`config.mk`:
```
export PLATFORM = sky130hd
export DESIGN_NAME = mem_stage_lsu
export DESIGN_NICKNAME = d
export VERILOG_FILES = /design/src/rtl/mem_stage_lsu.sv
export SDC_FILE = /design/constraint.sdc
export NUM_CORES = 1
export LEC_CHECK = 0
export CAP_MARGIN = 25
export CORE_AREA = 2 2 147 149
export DETAILED_ROUTE_END_ITERATION = 10
export DIE_AREA = 0 0 149 151
export GPL_ROUTABILITY_DRIVEN = 0
export PLACE_DENSITY = 0.88
export RECOVER_POWER = 50
export SLEW_MARGIN = 20
export SYNTH_ARGS = -nofsm -noshare
export SYNTH_HDL_FRONTEND = slang
export SYNTH_SLANG_ARGS = --single-unit
```
`constraint.sdc`:
```
create_clock -name clk -period 5.04 [get_ports clk]
set_clock_uncertainty 0.2 [all_clocks]
set_input_delay 1.008 -clock clk [delete_from_list [all_inputs] [get_ports clk]]
set_output_delay 1.008 -clock clk [all_outputs]
set_load 0.05 [all_outputs]
```
`src/rtl/mem_stage_lsu.sv`:
```
// Memory stage of the dobby RV32IM pipeline: runs loads and stores over a req/gnt/rvalid
// data bus, aligns store lanes, extends load data and registers the writeback result.
module mem_stage_lsu #(
  parameter int W       = 32,
  parameter int R       = 5,
  parameter int TIMEOUT = 16
) (
  input  logic           clk,
  input  logic           rst,
  input  logic           in_valid,
  output logic           in_ready,
  input  logic [W-1:0]   ex_result,
  input  logic [W-1:0]   ex_data,
  input  logic [R-1:0]   ex_rd,
  input  logic [2:0]     ex_funct3,
  input  logic [1:0]     ex_opcode,
  input  logic [W-1:0]   pc_4,
  output logic           dbus_req,
  output logic           dbus_we,
  output logic [W-1:0]   dbus_addr,
  output logic [W-1:0]   dbus_wdata,
  output logic [W/8-1:0] dbus_be,
  input  logic           dbus_gnt,
  input  logic           dbus_rvalid,
  input  logic [W-1:0]   dbus_rdata,
  output logic           wb_valid,
  output logic [W-1:0]   wb_result,
  output logic [R-1:0]   wb_rd,
  output logic           misalign_err,
  output logic           bus_err,
  output logic [W-1:0]   err_addr
);
  localparam int NB = W / 8;
  localparam int OB = $clog2(NB);
  localparam int CW = $clog2(TIMEOUT + 1);
  localparam bit NARROW = (W == 32'sd32);

  typedef enum logic [1:0] {IDLE = 2'd0, REQ = 2'd1, RESP = 2'd2} state_t;

  state_t          state_r, state_next_s;
  logic [W-1:0]    addr_r, wdata_r;
  logic [NB-1:0]   be_r;
  logic [2:0]      f3_r;
  logic [R-1:0]    rd_r;
  logic            we_r;
  logic [CW-1:0]   cnt_r;
  logic [NB-1:0]   size_mask_s;
  logic [2:0]      align_mask_s;
  logic            illegal_s, misalign_s, accept_s, is_mem_s, last_s, timeout_s, done_s;

  function automatic logic [W-1:0] extend(input logic [W-1:0] f, input logic [2:0] f3);
    logic [W-1:0] m;
    logic         sb;
    case (f3[1:0])
      2'b00:   begin m = W'(8'hFF);         sb = f[7];  end
      2'b01:   begin m = W'(16'hFFFF);      sb = f[15]; end
      2'b10:   begin m = W'(32'hFFFF_FFFF); sb = f[31]; end
      default: begin m = '1;                sb = 1'b0;  end
    endcase
    if (f3[2]) sb = 1'b0;
    return (f & m) | (sb ? ~m : '0);
  endfunction

  // Decode access size and legality of the operation offered by execute
  always_comb begin
    size_mask_s  = '0;
    align_mask_s = 3'b000;
    case (ex_funct3[1:0])
      2'b00:   begin size_mask_s = NB'(8'h01); align_mask_s = 3'b000; end
      2'b01:   begin size_mask_s = NB'(8'h03); align_mask_s = 3'b001; end
      2'b10:   begin size_mask_s = NB'(8'h0F); align_mask_s = 3'b011; end
      default: begin size_mask_s = NB'(8'hFF); align_mask_s = 3'b111; end
    endcase
    illegal_s  = (ex_funct3 == 3'b111) ||
                 (NARROW && ((ex_funct3 == 3'b011) || (ex_funct3 == 3'b110)));
    misalign_s = illegal_s || ((ex_result[2:0] & align_mask_s) != 3'b000);
  end

  assign in_ready  = (state_r == IDLE);
  assign accept_s  = in_valid && (state_r == IDLE);
  assign is_mem_s  = ex_opcode[1] ^ ex_opcode[0];
  assign last_s    = (cnt_r == CW'(TIMEOUT - 32'sd1));
  assign done_s    = (state_r == RESP) && dbus_rvalid;
  // A response in the final counted cycle beats the timeout
  assign timeout_s = last_s && (state_r != IDLE) && !done_s;

  // Next-state decode
  always_comb begin
    state_next_s = state_r;
    case (state_r)
      IDLE: begin
        if (accept_s && is_mem_s && !misalign_s) state_next_s = REQ;
        else                                     state_next_s = IDLE;
      end
      REQ: begin
        if (timeout_s)     state_next_s = IDLE;
        else if (dbus_gnt) state_next_s = RESP;
        else               state_next_s = REQ;
      end
      RESP: begin
        if (done_s || timeout_s) state_next_s = IDLE;
        else                     state_next_s = RESP;
      end
      default: state_next_s = IDLE;
    endcase
  end

  // Bus outputs are driven only while requesting; the request is withdrawn on the timeout cycle
  always_comb begin
    dbus_req   = 1'b0;
    dbus_we    = 1'b0;
    dbus_addr  = '0;
    dbus_wdata = '0;
    dbus_be    = '0;
    if (state_r == REQ) begin
      dbus_req   = !last_s;
      dbus_we    = we_r;
      dbus_addr  = {addr_r[W-1:OB], {OB{1'b0}}};
      dbus_wdata = wdata_r;
      dbus_be    = be_r;
    end else begin
      dbus_req   = 1'b0;
    end
  end

  // State register and access timeout counter
  always_ff @(posedge clk or posedge rst) begin
    if (rst) begin
      state_r <= IDLE;
      cnt_r   <= '0;
    end else begin
      state_r <= state_next_s;
      if (state_r == IDLE) cnt_r <= '0;
      else                 cnt_r <= cnt_r + CW'(1'b1);
    end
  end

  // Latched access fields, writeback and error reporting
  always_ff @(posedge clk or posedge rst) begin
    if (rst) begin
      addr_r       <= '0;
      wdata_r      <= '0;
      be_r         <= '0;
      f3_r         <= 3'b000;
      rd_r         <= '0;
      we_r         <= 1'b0;
      wb_valid     <= 1'b0;
      wb_result    <= '0;
      wb_rd        <= '0;
      misalign_err <= 1'b0;
      bus_err      <= 1'b0;
      err_addr     <= '0;
    end else begin
      wb_valid     <= 1'b0;
      misalign_err <= 1'b0;
      bus_err      <= 1'b0;
      if (accept_s) begin
        if (!is_mem_s) begin
          wb_valid  <= 1'b1;
          wb_result <= ex_opcode[1] ? pc_4 : ex_result;
          wb_rd     <= ex_rd;
        end else if (misalign_s) begin
          misalign_err <= 1'b1;
          err_addr     <= ex_result;
        end else begin
          addr_r  <= ex_result;
          wdata_r <= ex_data << {ex_result[OB-1:0], 3'b000};
          be_r    <= size_mask_s << ex_result[OB-1:0];
          f3_r    <= ex_funct3;
          rd_r    <= ex_rd;
          we_r    <= ex_opcode[0];
        end
      end else if (done_s) begin
        wb_valid  <= 1'b1;
        wb_result <= we_r ? addr_r : extend(dbus_rdata >> {addr_r[OB-1:0], 3'b000}, f3_r);
        wb_rd     <= we_r ? '0 : rd_r;
      end else if (timeout_s) begin
        bus_err  <= 1'b1;
        err_addr <= addr_r;
      end else begin
        wb_valid <= 1'b0;
      end
    end
  end
endmodule

```
Yosys cells after proc, flatten, opt, wreduce, memory -nomap -nowiden
Cells that the tools add are included.
{ "totals": {"input_bits": 143, "output_inout_bits": 143, "register_bits": 156, "wordCells": 105} }
{ "classes": {"bitwise_logic": 6, "shifts": 3, "eq_ne": 14, "reduce_logical": 23, "muxes": 44, "add_sub_neg": 1} }
{ "op_table": {"columns": ["operator", "count"], "rows": [
  ["2-to-1 mux 32 bit", 15],
  ["one-hot mux 32 bit (2 select lines)", 1],
  ["bitwise AND 32 bit", 1],
  ["NOT 32 bit", 1],
  ["bitwise OR 32 bit", 1],
  ["left shift 32 x 5 -> 32 bit", 1],
  [">> shifter 32 x 5 -> 32 bit", 1],
  ["2-to-1 mux 5 bit", 5],
  ["2-to-1 mux 1 bit", 15],
  ["one-hot mux 3 bit (3 select lines)", 1],
  ["one-hot mux 4 bit (2 select lines)", 1],
  ["equality test 2 x 1 -> 1 bit, second input constant", 3],
  ["equality test 2 bit, second input constant", 3],
  ["equality test 3 bit, second input constant", 2],
  ["logical AND 1 bit", 6],
  ["zero test 2 bit", 3],
  ["2-to-1 mux 2 bit", 3],
  ["!= test 2 bit, second input constant", 3],
  ["one-hot mux 2 bit (3 select lines)", 1],
  ["nonzero test 2 bit", 3],
  ["adder 5 x 1 -> 5 bit, second input constant", 1],
  ["equality test 5 x 4 -> 1 bit, second input constant", 1],
  ["logical OR 1 bit", 4],
  ["2-to-1 mux 4 bit", 1],
  ["12 further kinds", 14]
]} }

Longest topological paths before layout
{ "logic_depth": {"ltp_word": 10, "depth_mapped": 8, "depth_no_buf": 7} }

Worst setup path before layout
OpenSTA, ideal clock, no wires.
{ "synth_timing": {"path_kind": "register -> output", "from": "register we_r", "to": "output dbus_we", "arrival_ps": 2088, "t_required_ps": 3832, "n_path_buf": 2, "path_slack_ps": 1744, "stages_incl_launch_ff": 5, "path_cell_list": "dfrtp_1 > clkinv_1 > clkbuf_1 > clkbuf_1 > nor3_1"} }
{ "synth_between": {"elab_chain_len": 1} }
{ "synth_rtl": {"columns": ["item", "line_no", "text"], "rows": [
  ["from (decl)", "45", "logic we_r;"],
  ["from (signal assigned)", "171", "we_r <= ex_opcode[0];"],
  ["2-to-1 mux 1 bit", "115", "if (state_r == REQ) begin"],
  ["to (decl)", "19", "output logic dbus_we,"]
]} }
No other way between the ends.

Worst setup path after layout
{ "layout_timing": {"from": "input ex_funct3[0]", "to": "register f3_r[0]"} }
{ "layout_between": {"elab_chain_len": 7, "word_cells_on_any_way": 14, "cone_classes": "5 x eq/ne; 1 x mux; 2 x bitwise; 6 x reduce/logical"} }
{ "layout_rtl": {"columns": ["item", "line_no", "text"], "rows": [
  ["from (decl)", "15", "input logic [2:0] ex_funct3,"],
  ["equality test 2 bit, or another cell as far along", "68", "case (ex_funct3[1:0])"],
  ["one-hot mux 3 bit (3 select lines)", "68", null],
  ["bitwise AND 3 bit", "76", "misalign_s = illegal_s || ((ex_result[2:0] & align_mask_s) != 3'b000);"],
  ["nonzero test 3 bit", "76", null],
  ["logical OR 1 bit", "76", null],
  ["NOT 1 bit (no line)", null, null],
  ["AND reduction 3 bit (no line)", null, null],
  ["to (signal assigned)", "169", "f3_r <= ex_funct3;"],
  ["to (decl)", "43", "logic [2:0] f3_r;"]
]} }
Several ways; a longest one is shown, not always the timed one.
A chain may end at the register's enable or synchronous reset.

==> results.cfg <==
[setup_path]
required_ns = 5.14
cp_cell_sequence = dlygate4sd3_1 > a21oi_1 > o211ai_1 > clkbuf_1 > buf_12 > mux2_2
cp_max_fo = 61
endpoint_kind = flip-flop
cpLargestDelayFamily = buffers and inverters
worstSetupPathType = in -> reg
worstPathArrival_ns = 4.45
cp_num_buf_inv = 3
crit_slowest_cell = clkbuf_1
cp-start-kind = primary input
max_stage_delay_ns = 1.69

[finish]
nNetsFinal = 1313
multiInputGateArea_um2 = 4600
area_delta_synth_final_pct = 46.7
drive_above_1_share_pct = 16.3
layout.cells.non_filler = 1457
n_fill_cell = 1721
seq_area_um2 = 3900

[timing]
period_share_pct = 86.3
hold_slack_ns = 0.259
rsz0062_at_grt = false
finalWorstSetupSlack_ns = 0.690
tightest_slew_ns = 2.33
hold_viol_final = 0
min_period_ns = 4.35
setup_viol_count_final = 0
fmax_mhz = 230
slew_headroom_pct = -55.1
setup_tns_ns = 0
maxSlewViolCount = 129

[floorplan]
io-pin-count = 286
core_area_um2 = 20800
initial_utilization_pct = 42.5
row_count = 53
die_area_um2 = 22500
die_h_um = 151
die_w_um = 149

[placed_design]
dp_hpwl_um = 22100
port_buffers = 283
place_ws_ns = 1.12
dp.cells = 1422

[synthesis]
synth.cell_area_um2 = 8850
yosysMostFrequentCell = nand2_1
syn_inst = 927
ys_types = 51
yosysTopAreaCell = dfrtp_1
synthArstFlopShare_pct = 100
avgSynthCellArea_um2 = 9.55
ys.flop_type = dfrtp_1
yosysSeqAreaShare_pct = 44.1
synth_edf_count = 0
yosys.area.top_type_share_pct = 44.1
synthTopCellsByCount = nand2_1 (172), dfrtp_1 (156), o21ai_0 (77), and2_1 (67), mux2_2 (64)
synth_top_cells_by_area = dfrtp_1 (44%), mux2_2 (8.1%), nand2_1 (7.3%), mux2i_1 (5.7%), and2_1 (4.7%)
synth_warnings = 0
ys_ff_latch = 156

[pwr]
peakVddDrop_mv = 0.228
leakagePower_nw = 5.66
p_per_area_nw_per_um2 = 516

[global_route]
grt_pass1_wl_um = 47500
grt_overflow_total = 0
grt_pass1_vias = 8329
grt_max_degree = 95
gr-usage-all-layers_pct = 27.8
antenna_found_initial = 1

[flow_run]
drv_cap = 2

[cts]
numCtsBuffers = 17
htreeDepth = 4
postCtsSetupBuffers = 0
ctsRootBufferMaster = clkbuf_16
holdBufCountCts = 0
insertion_delay_ns = 0.42
clock_sink_count = 156
clk_pin_slew_ns = 0.06
cts_tree = done
cts_resized = 0
cts_buffer_depth = 2

[drt]
wl_per_cell_um = 21.2
drt_iter0_drc = 523
drc_errors = 0
via_count = 8151
final_antenna_net_count = 0
dr.pass1.iters = 5
via_per_inst = 5.59
drt-total-wl_um = 30900

[min_path]
hp-class = reg -> reg

[status]
violations = max-capacitance violations, max-slew violations
outcome = finished with violations
==> final cells by class <==
class	instances	area share, %
diodes	1	0.0193
flip-flops and latches	156	30.1
well taps	275	2.65
clock buffers	19	3.41
multi-input cells	686	35.4
clock inverters	13	1.65
repair buffers	301	26.6
inverters	6	0.183
==> layout by cell type, fill, tap and decap left out, drive strengths merged, types with 25 or more instances in the layout <==
cell type,count
nand2,172
dfrtp,156
clkdlybuf4s50,154
mux2,94
buf,83
o21ai,78
and2,67
dlygate4sd3,59
mux2i,50
a211oi,25
==> power by group <==
group          internal [mW]  switching, mW  leakage [nW]
combinational           1.17           2.02          3.41
clock                  0.898          0.548         0.314
sequential              1.73          0.341          1.94
==> registers in the layout, indices dropped and copies added, names as in the netlist <==
signal        flops
we_r              1
bus_err           1
misalign_err      1
be_r              4
state_r           2
addr_r           32
wb_rd             5
wdata_r          32
wb_valid          1
wb_result        32
cnt_r             5
err_addr         32
f3_r              3
rd_r              5
==> worst paths after layout <==
| path | start | end | slack [ns] | depth (start not counted) |
|---|---|---|---|---|
| min in group asynchronous | rst | wdata_r[3]$_DFFE_PP0P_ | 0.93 | 2 |
| worst min register to register | cnt_r[0]$_DFF_PP0_ | cnt_r[0]$_DFF_PP0_ | 0.26 | 1 |
| max in group asynchronous | rst | wdata_r[13]$_DFFE_PP0P_ | 1.92 | 3 |
| worst max-delay path | ex_funct3[0] | f3_r[0]$_DFFE_PP0P_ | 0.69 | 6 |
| worst max register to register | state_r[0]$_DFF_PP0_ | f3_r[0]$_DFFE_PP0P_ | 1.33 | 6 |
| worst min-delay path | cnt_r[0]$_DFF_PP0_ | cnt_r[0]$_DFF_PP0_ | 0.26 | 1 |
==> cells by family (layout without fill, tap and decap cells) <==
group / count (synthesis) / in the layout / synth area share, %
AOI/OAI and AO/OA: 187 / 187 / 13.6
xor gates and xnor gates: 3 / 3 / 0.297
adders and majority gates: 2 / 2 / 0.283
buffers and inverters: 86 / 339 / 4.16
DFF: 156 / 156 / 44.1
muxes: 149 / 149 / 18.9
other: 1 / 3 / 0.0424
and+or+nand+nor: 343 / 343 / 18.7
==> layer usage <==
| metal | part of all wire [%] | routed length, µm | track usage (%) | up-vias |
|---|---|---|---|---|
| li1 | - | - | - | 3748 |
| met1 | 38 | 11600 | 32.5 | 3880 |
| met2 | 49 | 15000 | 47.4 | 444 |
| met3 | 9.8 | 3030 | 8.49 | 79 |
| met4 | 4.1 | 1270 | 12.2 | 0 |
| met5 | 0 | 0 | 0 | - |
==> worst register-to-register path: cells and delay by family, from the launching register on <==
kind            cells  cell delay (ns)
flops               1             0.34
mux                 1             0.38
compound gates      1             0.13
simple gates        1             0.09
buf+inv             3             2.46
==> through the flow <==
stage | utilization [%] | cell area, µm² | total power [mW]
2_1_floorplan | - | 8860 | 4.09
3_3_place_gp | 59.1 | 12300 | 5.25
3_5_place_dp | 59.1 | 12300 | 5.34
4_1_cts | 62.3 | 13000 | 6.80
5_1_grt | 62.3 | 13000 | 7.01
6_report | 62.3 | 13000 | 6.70
Power figures use the tool's default switching activity.
